===== src/rtl/fpu_rs_arbiter.sv =====
// Shares one fixed-latency FP datapath among several requesters: round-robin
// grant, operand classification, local canonical-NaN bypass for NaN operands,
// and tag-routed responses back to the owning requester.

package fpu_pkg;

  typedef enum logic [1:0] {
    FMT_FP32 = 2'd0,
    FMT_FP64 = 2'd1,
    FMT_FP16 = 2'd2,
    FMT_BF16 = 2'd3
  } fp_format_e;

  // Per-operand classification
  typedef struct packed {
    logic is_neg;
    logic is_normal;
    logic is_subnormal;
    logic is_zero;
    logic is_inf;
    logic is_nan;
    logic is_snan;
    logic is_qnan;
  } fp_info_t;

  function automatic int unsigned exp_bits(fp_format_e fmt);
    case (fmt)
      FMT_FP32: return 8;
      FMT_FP64: return 11;
      FMT_FP16: return 5;
      default:  return 8;
    endcase
  endfunction

  function automatic int unsigned man_bits(fp_format_e fmt);
    case (fmt)
      FMT_FP32: return 23;
      FMT_FP64: return 52;
      FMT_FP16: return 10;
      default:  return 7;
    endcase
  endfunction

  function automatic int unsigned fp_width(fp_format_e fmt);
    return 1 + exp_bits(fmt) + man_bits(fmt);
  endfunction

endpackage

// Combinational classifier for a set of operands
module fpu_utils_rsinfo #(
  parameter fpu_pkg::fp_format_e FP_FMT = fpu_pkg::fp_format_e'(0),
  parameter int unsigned RS_NUM = 3,
  localparam int unsigned FLEN = fpu_pkg::fp_width(FP_FMT)
) (
  input  logic [RS_NUM-1:0][FLEN-1:0]    i_rs,
  output fpu_pkg::fp_info_t [RS_NUM-1:0] o_info,
  output logic                           o_any_nan,
  output logic                           o_any_snan
);

  localparam int unsigned EXP_BITS = fpu_pkg::exp_bits(FP_FMT);
  localparam int unsigned MAN_BITS = fpu_pkg::man_bits(FP_FMT);

  logic [EXP_BITS-1:0] exp_f;
  logic [MAN_BITS-1:0] man_f;
  logic                exp_ones;
  logic                exp_zero;
  logic                man_zero;

  // Classify each operand and reduce the NaN flags across all of them
  always_comb begin
    o_info     = '0;
    o_any_nan  = 1'b0;
    o_any_snan = 1'b0;
    exp_f      = '0;
    man_f      = '0;
    exp_ones   = 1'b0;
    exp_zero   = 1'b0;
    man_zero   = 1'b0;
    for (int unsigned i = 0; i < RS_NUM; i++) begin
      exp_f    = i_rs[i][FLEN-2 -: EXP_BITS];
      man_f    = i_rs[i][MAN_BITS-1:0];
      exp_ones = &exp_f;
      exp_zero = ~|exp_f;
      man_zero = ~|man_f;
      o_info[i].is_neg       = i_rs[i][FLEN-1];
      o_info[i].is_normal    = ~exp_ones & ~exp_zero;
      o_info[i].is_subnormal = exp_zero & ~man_zero;
      o_info[i].is_zero      = exp_zero & man_zero;
      o_info[i].is_inf       = exp_ones & man_zero;
      o_info[i].is_nan       = exp_ones & ~man_zero;
      o_info[i].is_snan      = exp_ones & ~man_zero & ~man_f[MAN_BITS-1];
      o_info[i].is_qnan      = exp_ones & man_f[MAN_BITS-1];
      o_any_nan  = o_any_nan  | o_info[i].is_nan;
      o_any_snan = o_any_snan | o_info[i].is_snan;
    end
  end

endmodule

module fpu_rs_arbiter #(
  parameter fpu_pkg::fp_format_e FP_FMT = fpu_pkg::fp_format_e'(0),
  parameter int unsigned RS_NUM  = 3,
  parameter int unsigned REQ_NUM = 2,
  parameter int unsigned DP_LAT  = 3,
  localparam int unsigned FLEN   = fpu_pkg::fp_width(FP_FMT)
) (
  input  logic                                    i_clk,
  input  logic                                    i_rst_n,
  input  logic [REQ_NUM-1:0]                      i_req_valid,
  output logic [REQ_NUM-1:0]                      o_req_ready,
  input  logic [REQ_NUM-1:0][RS_NUM-1:0][FLEN-1:0] i_req_rs,
  output logic                                    o_dp_valid,
  output logic [RS_NUM-1:0][FLEN-1:0]             o_dp_rs,
  output fpu_pkg::fp_info_t [RS_NUM-1:0]          o_dp_rs_info,
  input  logic [FLEN-1:0]                         i_dp_result,
  input  logic                                    i_dp_nv,
  output logic [REQ_NUM-1:0]                      o_rsp_valid,
  output logic [FLEN-1:0]                         o_rsp_result,
  output logic                                    o_rsp_nv
);

  localparam int unsigned TAG_W    = $clog2(REQ_NUM);
  localparam int unsigned EXP_BITS = fpu_pkg::exp_bits(FP_FMT);
  localparam int unsigned MAN_BITS = fpu_pkg::man_bits(FP_FMT);
  localparam logic [FLEN-1:0] CANON_NAN =
    {1'b0, {EXP_BITS{1'b1}}, 1'b1, {(MAN_BITS-1){1'b0}}};

  // Arbiter state
  logic [TAG_W-1:0]   rr_q;
  logic [TAG_W-1:0]   rr_d;
  logic [REQ_NUM-1:0] busy_q;
  logic [REQ_NUM-1:0] eligible;
  logic [REQ_NUM-1:0] gnt;
  logic               gnt_any;
  logic [TAG_W-1:0]   gnt_tag;
  logic [TAG_W-1:0]   idx;

  // Granted operands and their classification
  logic [RS_NUM-1:0][FLEN-1:0]    gnt_rs;
  fpu_pkg::fp_info_t [RS_NUM-1:0] gnt_info;
  logic                           gnt_any_nan;
  logic                           gnt_any_snan;

  // Issue register
  logic                           iv_q;
  logic [TAG_W-1:0]               tag_q;
  logic [RS_NUM-1:0][FLEN-1:0]    rs_q;
  fpu_pkg::fp_info_t [RS_NUM-1:0] info_q;
  logic                           any_nan_q;
  logic                           any_snan_q;

  // Tag shift register tracking datapath occupancy
  logic [DP_LAT-1:0]            sr_v;
  logic [DP_LAT-1:0][TAG_W-1:0] sr_tag;
  logic                         tail_v;
  logic [TAG_W-1:0]             tail_tag;

  logic dispatch;
  logic bypass;
  logic stall;

  // Response register
  logic [REQ_NUM-1:0] rsp_valid_q;
  logic [FLEN-1:0]    rsp_result_q;
  logic               rsp_nv_q;

  assign tail_v   = sr_v[DP_LAT-1];
  assign tail_tag = sr_tag[DP_LAT-1];
  assign dispatch = iv_q & ~any_nan_q;
  assign bypass   = iv_q & any_nan_q;
  assign stall    = bypass & tail_v;

  // Round-robin search from rr over non-busy valid requesters
  always_comb begin
    eligible = i_req_valid & ~busy_q & {REQ_NUM{i_rst_n}};
    gnt      = '0;
    gnt_any  = 1'b0;
    gnt_tag  = '0;
    idx      = '0;
    rr_d     = rr_q;
    for (int unsigned i = 0; i < REQ_NUM; i++) begin
      idx = TAG_W'((32'(rr_q) + i) % REQ_NUM);
      if (!gnt_any && !stall && eligible[idx]) begin
        gnt_any = 1'b1;
        gnt_tag = idx;
      end
    end
    if (gnt_any) begin
      gnt[gnt_tag] = 1'b1;
      rr_d         = TAG_W'((32'(gnt_tag) + 32'd1) % REQ_NUM);
    end
  end

  assign gnt_rs = i_req_rs[gnt_tag];

  fpu_utils_rsinfo #(
    .FP_FMT (FP_FMT),
    .RS_NUM (RS_NUM)
  ) u_rsinfo (
    .i_rs       (gnt_rs),
    .o_info     (gnt_info),
    .o_any_nan  (gnt_any_nan),
    .o_any_snan (gnt_any_snan)
  );

  // Round-robin pointer and one-outstanding-op busy bits
  always_ff @(posedge i_clk or negedge i_rst_n) begin
    if (!i_rst_n) begin
      rr_q   <= '0;
      busy_q <= '0;
    end else begin
      rr_q   <= rr_d;
      busy_q <= (busy_q & ~rsp_valid_q) | gnt;
    end
  end

  // Issue register: load on grant, hold a blocked bypass, otherwise free
  always_ff @(posedge i_clk or negedge i_rst_n) begin
    if (!i_rst_n) begin
      iv_q       <= 1'b0;
      tag_q      <= '0;
      rs_q       <= '0;
      info_q     <= '0;
      any_nan_q  <= 1'b0;
      any_snan_q <= 1'b0;
    end else if (gnt_any) begin
      iv_q       <= 1'b1;
      tag_q      <= gnt_tag;
      rs_q       <= gnt_rs;
      info_q     <= gnt_info;
      any_nan_q  <= gnt_any_nan;
      any_snan_q <= gnt_any_snan;
    end else if (!stall) begin
      iv_q       <= 1'b0;
    end
  end

  // Tag pipeline aligned to the datapath latency
  always_ff @(posedge i_clk or negedge i_rst_n) begin
    if (!i_rst_n) begin
      sr_v   <= '0;
      sr_tag <= '0;
    end else begin
      sr_v[0]   <= dispatch;
      sr_tag[0] <= tag_q;
      for (int unsigned i = 1; i < DP_LAT; i++) begin
        sr_v[i]   <= sr_v[i-1];
        sr_tag[i] <= sr_tag[i-1];
      end
    end
  end

  // Response register: datapath retire has priority over the bypass
  always_ff @(posedge i_clk or negedge i_rst_n) begin
    if (!i_rst_n) begin
      rsp_valid_q  <= '0;
      rsp_result_q <= '0;
      rsp_nv_q     <= 1'b0;
    end else if (tail_v) begin
      rsp_valid_q  <= REQ_NUM'(1) << tail_tag;
      rsp_result_q <= i_dp_result;
      rsp_nv_q     <= i_dp_nv;
    end else if (bypass) begin
      rsp_valid_q  <= REQ_NUM'(1) << tag_q;
      rsp_result_q <= CANON_NAN;
      rsp_nv_q     <= any_snan_q;
    end else begin
      rsp_valid_q  <= '0;
    end
  end

  assign o_req_ready  = gnt;
  assign o_dp_valid   = dispatch;
  assign o_dp_rs      = rs_q;
  assign o_dp_rs_info = info_q;
  assign o_rsp_valid  = rsp_valid_q;
  assign o_rsp_result = rsp_result_q;
  assign o_rsp_nv     = rsp_nv_q;

endmodule


===== config.mk =====
export PLATFORM = sky130hd
export DESIGN_NAME = fpu_rs_arbiter
export DESIGN_NICKNAME = d
export VERILOG_FILES = /design/src/rtl/fpu_rs_arbiter.sv
export SDC_FILE = /design/constraint.sdc
export NUM_CORES = 1
export LEC_CHECK = 0
export BUFFER_PORTS_ARGS = -buffer_cell sky130_fd_sc_hd__buf_2
export CAP_MARGIN = 10
export CORE_MARGIN = 4
export CORE_UTILIZATION = 35
export DETAILED_ROUTE_END_ITERATION = 10
export HOLD_SLACK_MARGIN = 0.12
export MAX_ROUTING_LAYER = met4
export PLACE_DENSITY = 0.64
export RECOVER_POWER = 50
export SYNTH_ARGS = -nofsm -noshare
export SYNTH_HDL_FRONTEND = slang
export SYNTH_HIERARCHICAL = 1
export SYNTH_SLANG_ARGS = --single-unit

===== constraint.sdc =====
create_clock -name i_clk -period 3.7 [get_ports i_clk]
set_input_delay 0.74 -clock i_clk [delete_from_list [all_inputs] [get_ports i_clk]]
set_output_delay 0.74 -clock i_clk [all_outputs]
set_load 0.02 [all_outputs]

==> results of run 1 <==
==> report_power, final <==
| part | total [mW] | internal [mW] | switching, mW |
|---|---|---|---|
| Combinational | 2.58 | 0.770 | 1.81 |
| Clock | 1.90 | 1.09 | 0.816 |
| Sequential | 2.92 | 2.54 | 0.383 |
==> cells in the mapped netlist, drive strengths merged <==
cell    number
dfrtp      168
mux2       121
nand2      109
o21ai      104
mux2i       98
buf         40
nor4        24
a22o        23
nor2        22
inv         17
a21oi       15
clkbuf      15
nand4        9
nor3         7
nor2b        4
and2         3
nand3        2
a31oi        1
nand2b       1
nand3b       1
o211ai       1
o221ai       1
o22ai        1
==> flip-flops by register name, summed over array words and instances (netlist names), 2 cells and up <==
name,count
o_rsp_result,32
sr_tag,2
o_dp_rs_info,24
o_rsp_valid,2
busy_q,2
sr_v,3
o_dp_rs,96
==> worst min-delay path by stage <==
stage | slack, ns | cells after the start | from | to
final | 0.35 | 0 | sr_tag[0] | sr_tag[1]
after global routing | 0.35 | 0 | sr_v[0] | sr_v[1]
after CTS | 0.35 | 0 | sr_tag[0] | sr_tag[1]
after detailed placement | 0.34 | 0 | sr_tag[0] | sr_tag[1]
after global placement | 0.33 | 0 | sr_tag[1] | tail_tag
after floorplan | 0.33 | 0 | sr_tag[0] | sr_tag[1]
==> layer usage <==
metal / vias up / GRT usage, % / part of all wire, %
met4: 0 / 6.69 / 2.7
li1: 3543 / - / -
met1: 3437 / 25.6 / 44
met2: 243 / 31.0 / 48
met3: 45 / 3.69 / 5.7
met5: - / - / 0
==> cell families after synthesis <==
kind of cell    count (synthesis)
mux                           219
simple gates                  182
flops                         168
compound gates                146
buf+inv                        72
==> metrics by stage <==
stage / power, mW / setup slack, ns / util [%] / area (sq um) / hold WS (ns)
2_1_floorplan: 4.56 / 0.631 / - / 8560 / 0.331
3_3_place_gp: 5.69 / 0.266 / 45.4 / 10800 / 0.332
3_5_place_dp: 5.74 / 0.146 / 45.4 / 10800 / 0.336
4_1_cts: 7.68 / 0.566 / 48.0 / 11400 / 0.348
5_1_grt: 7.87 / 0.214 / 47.0 / 11200 / 0.354
6_report: 7.41 / 0.409 / 47.0 / 11200 / 0.345
==> worst register-to-register path: stages (launching register included) <==
cell                       delay [ns]
sky130_fd_sc_hd__dfrtp_1         0.44
sky130_fd_sc_hd__nand3b_1        0.18
sky130_fd_sc_hd__a21oi_1         0.36
sky130_fd_sc_hd__nand2_4         0.13
sky130_fd_sc_hd__buf_12          0.18
sky130_fd_sc_hd__buf_4           0.20
sky130_fd_sc_hd__mux2_1          0.33
sky130_fd_sc_hd__nor4_1          0.32
sky130_fd_sc_hd__nand2_1         0.25
sky130_fd_sc_hd__o21ai_2         0.31
sky130_fd_sc_hd__nand3_1         0.18
sky130_fd_sc_hd__a31oi_1         0.17
sky130_fd_sc_hd__o21ai_0         0.11
==> final cells by class <==
type                            count  area [sq um]
Multi-Input combinational cell    547          4000
Antenna cell                        2          5.00
Inverter                           17          63.8
Timing Repair Buffer              401          1870
Clock buffer                       18           429
Tap cell                          319           399
Fill cell                        2349         12600
Clock inverter                     14           189
Sequential cell                   168          4200
==> summary.txt, run 1 <==
=====================================================================================
Endpoint type of the worst setup path                                            flop
DRC marker count from the first detailed-route iteration                          367
Endpoint of the lowest-slack register-to-register path                      any_nan_q
Share of layout cells above drive strength 1                                    24.2%
Post-DP HPWL                                                                  20.2 mm
Antenna violation net count after detailed routing                                  0
Final hold violation count                                                          0
P&R area growth vs syn                                                          30.4%
R2r worst-path depth                                                               12
Clock sink count                                                                  168
HP Class                                                                      reg2reg
Initial DRT Pass Iterations                                                         4
Sequential fraction of the synthesis area                                       49.1%
Worst Tran Pin Value                                                          1.83 ns
Number of pins with negative max-slew slack in the final report                   179
Register-to-register setup slack                                              0.41 ns
Number of vias per cell                                                          4.89
Post-Synth XOR/XNOR Area                                                           0%
Final setup violation count                                                         0
Maximum number of pins on one net before global-route repair                      159
Synthesized netlist cell count                                                    787
Top cell type's share of synthesized area                                       49.1%
Worst setup path endpoint                                                   any_nan_q
Final cell count without fillers                                                 1486
Count of buffer and inverter cells on the critical path                             2
TritonCTS clock tree                                                             done
Startpoint of the worst register-to-register path                           busy_q[1]
Top delay family on crit path                                            simple AND/OR/NAND/NOR gates
First-pass GRT wire length                                                    40.3 mm
GRT Overall Usage                                                               19.6%
Result of the run                                                        finished with violations
Multiplexer share of the synthesized area                                       27.4%
Root buffer selected by CTS                                              sky130_fd_sc_hd__clkbuf_16
Clock buffers created by TritonCTS                                                 17
Area of the placeable core                                                23800 sq um
Cells along the critical path                                            nand3b_1, a21oi_1, nand2_4, buf_12, buf_4, mux2_1, nor4_1, nand2_1, o21ai_2, nand3_1, a31oi_1, o21ai_0
Worst max-slew margin expressed relative to the limit                          -22.2%
Critical-path cell with the highest stage delay                          sky130_fd_sc_hd__dfrtp_1
Final weighted congestion in routability-driven placement                       0.853
Starting density of the core                                                    36.1%
Worst-path clk slew                                                           0.07 ns
Number of buffer cells added on primary ports                                     386
RSZ-0062 raised after global routing                                               no
Global route overflow                                                               0
Clock latency on the worst-skew pair                                          0.43 ns
Synthesized net count                                                            1016
Dominant combinational cell family by area after synthesis               multiplexers
Maximum operating frequency                                                   304 MHz
Die Ht                                                                         164 um
Leakage power                                                                 5.04 nW
H-Tree Level Count                                                                  4
Cell type with the highest aggregate area in the netlist                 sky130_fd_sc_hd__dfrtp_1
Die width                                                                      164 um
Number of instances resized during post-cts repair                                  0
CP required                                                                   3.98 ns
DRC errors left                                                                     0
Worst setup path startpoint                                                 busy_q[1]
Die Outline Area                                                          27000 sq um
Post-synthesis share of cell area spent on and, or, nand and nor gates          9.53%
Max-capacitance violation count                                                     3
Final period utilization                                                        88.9%
Postcts setup bufs                                                                  0
Max FO, Critical Path                                                              25
Most common cell after layout, fill and taps aside                       sky130_fd_sc_hd__buf_2
Routed length per placed instance                                             17.9 um
Vias in the first global route                                                   7230
Average size of a mapped cell                                              10.9 sq um
Hold-fix buffers, CTS                                                               0
Peak per-stage delay on the critical path                                     0.44 ns
Complex-gate fraction of the synthesized area                                   9.86%
Worst-case vdd ir drop                                                       0.325 mV
Violations in the final reports                                          capacitance limit, slew limit
Buffer depth of the longest clock path                                              2
Vias                                                                             7268
Dpl cells                                                                        1452
Row Count                                                                          56
Launching element type of the critical path                                      flop
Sum of negative setup slack                                                      0 ns
Power density normalized to cell area                                     663 nW/um^2
Commonest cells after routing, fill and taps aside                       230 x sky130_fd_sc_hd__buf_2, 168 x sky130_fd_sc_hd__dfrtp_1, 159 x sky130_fd_sc_hd__clkbuf_1
Post-synthesis sequential element count                                           168
Yosys cell types                                                                   31
Arrival time reported for the critical path endpoint                          3.57 ns
WS Path Type                                                                  reg2reg
Top post-synthesis cells by area                                         sky130_fd_sc_hd__dfrtp_1 49%, sky130_fd_sc_hd__mux2_1 16%, sky130_fd_sc_hd__mux2i_1 11%, sky130_fd_sc_hd__o21ai_1 5.8%, sky130_fd_sc_hd__nand2_1 4.7%
Final net count                                                                  1381
Number of warnings issued by yosys                                                  6
Cell area after technology mapping                                         8560 sq um
Post-route minimum period                                                     3.29 ns
Setup skew after layout                                                     0.0130 ns
Count of boundary I/O pins                                                        387
Detailed Route WL                                                             26.6 mm
Synth Area in Adders                                                               0%
Antenna violations before repair                                                    2
Number of stages on the worst setup path                                           12
=====================================================================================
Power figures use the tool's default switching activity.
==> run 2, diff against run 1 <==
- clock period: 3.7 -> 3.5 ns (I/O delays scaled with it)
==> summary.txt, run 2 (synthesis gave the netlist of run 1 again) <==
==============================================================================
Detailed Route WL                                                      26.5 mm
CP required                                                            2.80 ns
Die width                                                               164 um
First-pass GRT wire length                                             40.6 mm
Final period utilization                                                 90.4%
Commonest cells after routing, fill and taps aside                348 x sky130_fd_sc_hd__buf_2, 168 x sky130_fd_sc_hd__dfrtp_1, 121 x sky130_fd_sc_hd__mux2_1
Number of pins with negative max-slew slack in the final report             39
H-Tree Level Count                                                           4
Area of the placeable core                                         23800 sq um
Post-DP HPWL                                                           19.8 mm
Final setup violation count                                                  0
Max-capacitance violation count                                              1
Number of vias per cell                                                   4.89
Vias                                                                      7274
Vias in the first global route                                            7465
Root buffer selected by CTS                                       sky130_fd_sc_hd__clkbuf_16
Antenna violations before repair                                             0
Starting density of the core                                             36.1%
Clock sink count                                                           168
Hold-fix buffers, CTS                                                        0
Worst-path clk slew                                                    0.08 ns
DRC marker count from the first detailed-route iteration                   441
Worst max-slew margin expressed relative to the limit                   -17.7%
Final weighted congestion in routability-driven placement                0.843
Post-route minimum period                                              3.16 ns
Share of layout cells above drive strength 1                             34.8%
Endpoint type of the worst setup path                             primary output
Maximum number of pins on one net before global-route repair               170
Max FO, Critical Path                                                       98
Sum of negative setup slack                                               0 ns
Final net count                                                           1384
Count of boundary I/O pins                                                 387
RSZ-0062 raised after global routing                                        no
DRC errors left                                                              0
Worst Tran Pin Value                                                   1.77 ns
P&R area growth vs syn                                                   32.8%
Clock buffers created by TritonCTS                                          17
Postcts setup bufs                                                           0
Setup skew after layout                                              0.0132 ns
Buffer depth of the longest clock path                                       2
Arrival time reported for the critical path endpoint                   2.46 ns
Die Outline Area                                                   27000 sq um
Clock latency on the worst-skew pair                                   0.43 ns
Worst-case vdd ir drop                                                0.311 mV
Total power after layout                                               7.90 mW
Routed length per placed instance                                      17.8 um
Antenna violation net count after detailed routing                           0
Number of buffer cells added on primary ports                              386
HP Class                                                               reg2reg
Leakage power                                                          5.44 nW
Initial DRT Pass Iterations                                                  6
Final hold violation count                                                   0
Flip-flop count of the largest register after layout                        96
TritonCTS clock tree                                                      done
GRT Overall Usage                                                        19.6%
Power density normalized to cell area                              694 nW/um^2
Die Ht                                                                  164 um
WS Path Type                                                            in2out
Launching element type of the critical path                         input port
Row Count                                                                   56
Violations in the final reports                                   capacitance limit, slew limit
Count of filler cells inserted in the layout                              2287
Maximum operating frequency                                            316 MHz
Result of the run                                                 finished with violations
Most common cell after layout, fill and taps aside                sky130_fd_sc_hd__buf_2
Global route overflow                                                        0
Number of instances resized during post-cts repair                           0
==============================================================================
==> run 2: changes by cell type in the layout (fill, tap and decap cells not counted), moves of 2 or more <==
cell / delta
sky130_fd_sc_hd__buf_12: +2
sky130_fd_sc_hd__buf_2: +118
sky130_fd_sc_hd__buf_4: +4
sky130_fd_sc_hd__bufinv_16: -2
sky130_fd_sc_hd__clkbuf_1: -119
sky130_fd_sc_hd__clkbuf_2: -3
sky130_fd_sc_hd__clkinv_8: +3
sky130_fd_sc_hd__inv_6: +2
==> run 2: per-layer routing <==
layer | part of all wire, % | wire, um | track usage [%]
met1 | 44 | 11500 | 25.2
met2 | 49 | 13000 | 31.8
met3 | 5.6 | 1480 | 3.59
met4 | 1.8 | 474 | 5.97
met5 | 0 | 0 | -
==> run 2: worst paths after layout <==
kind | from | to | slack [ns] | depth (start not counted)
min in group asynchronous | i_rst_n | o_dp_rs[45] | 0.59 | 2
worst min register to register | sr_v[1] | sr_v[2] | 0.34 | 0
worst max-delay path | i_rst_n | o_req_ready[0] | 0.34 | 6
worst min-delay path | sr_v[1] | sr_v[2] | 0.34 | 0
worst max register to register | any_nan_q | any_snan_q | 0.57 | 9
max in group asynchronous | i_rst_n | o_dp_rs[85] | 1.94 | 2
==> run 2: per-stage QoR <==
stage	std cells	hold slack (ns)	cell area, sq um	util, %	worst slack, ns
2_1_floorplan	787	0.331	8560	-	0.471
3_3_place_gp	1455	0.331	10800	45.6	0.182
3_5_place_dp	1455	0.336	10800	45.6	0.155
4_1_cts	1487	0.344	11400	48.1	0.506
5_1_grt	1487	0.349	11400	47.9	0.203
6_report	1488	0.340	11400	47.9	0.337
==> run 2: worst max-delay path, cell delays in order <==
cell and delay [ns]:
sky130_fd_sc_hd__clkbuf_1 0.31, sky130_fd_sc_hd__nand3b_1 0.18, sky130_fd_sc_hd__a21oi_4 0.22, sky130_fd_sc_hd__buf_12 0.44
sky130_fd_sc_hd__nor2_1 0.13, sky130_fd_sc_hd__buf_2 0.20
==> run 2: layout make-up <==
cell class | instances | area [sq um] | share of cell area (%)
Sequential cell | 168 | 4200 | 37.0
Multi-Input combinational cell | 547 | 4030 | 35.4
Timing Repair Buffer | 404 | 2070 | 18.2
Clock buffer | 17 | 425 | 3.74
Tap cell | 319 | 399 | 3.51
Clock inverter | 15 | 178 | 1.56
Inverter | 17 | 63.8 | 0.561
Antenna cell | 1 | 2.50 | 0.0220
==> run 2: power breakdown <==
| part | leakage, nW | internal, mW | switching (mW) |
|---|---|---|---|
| clock | 0.288 | 1.02 | 0.892 |
| combinational | 3.05 | 0.980 | 1.93 |
| sequential | 2.10 | 2.68 | 0.394 |
| total | 5.44 | 4.68 | 3.22 |
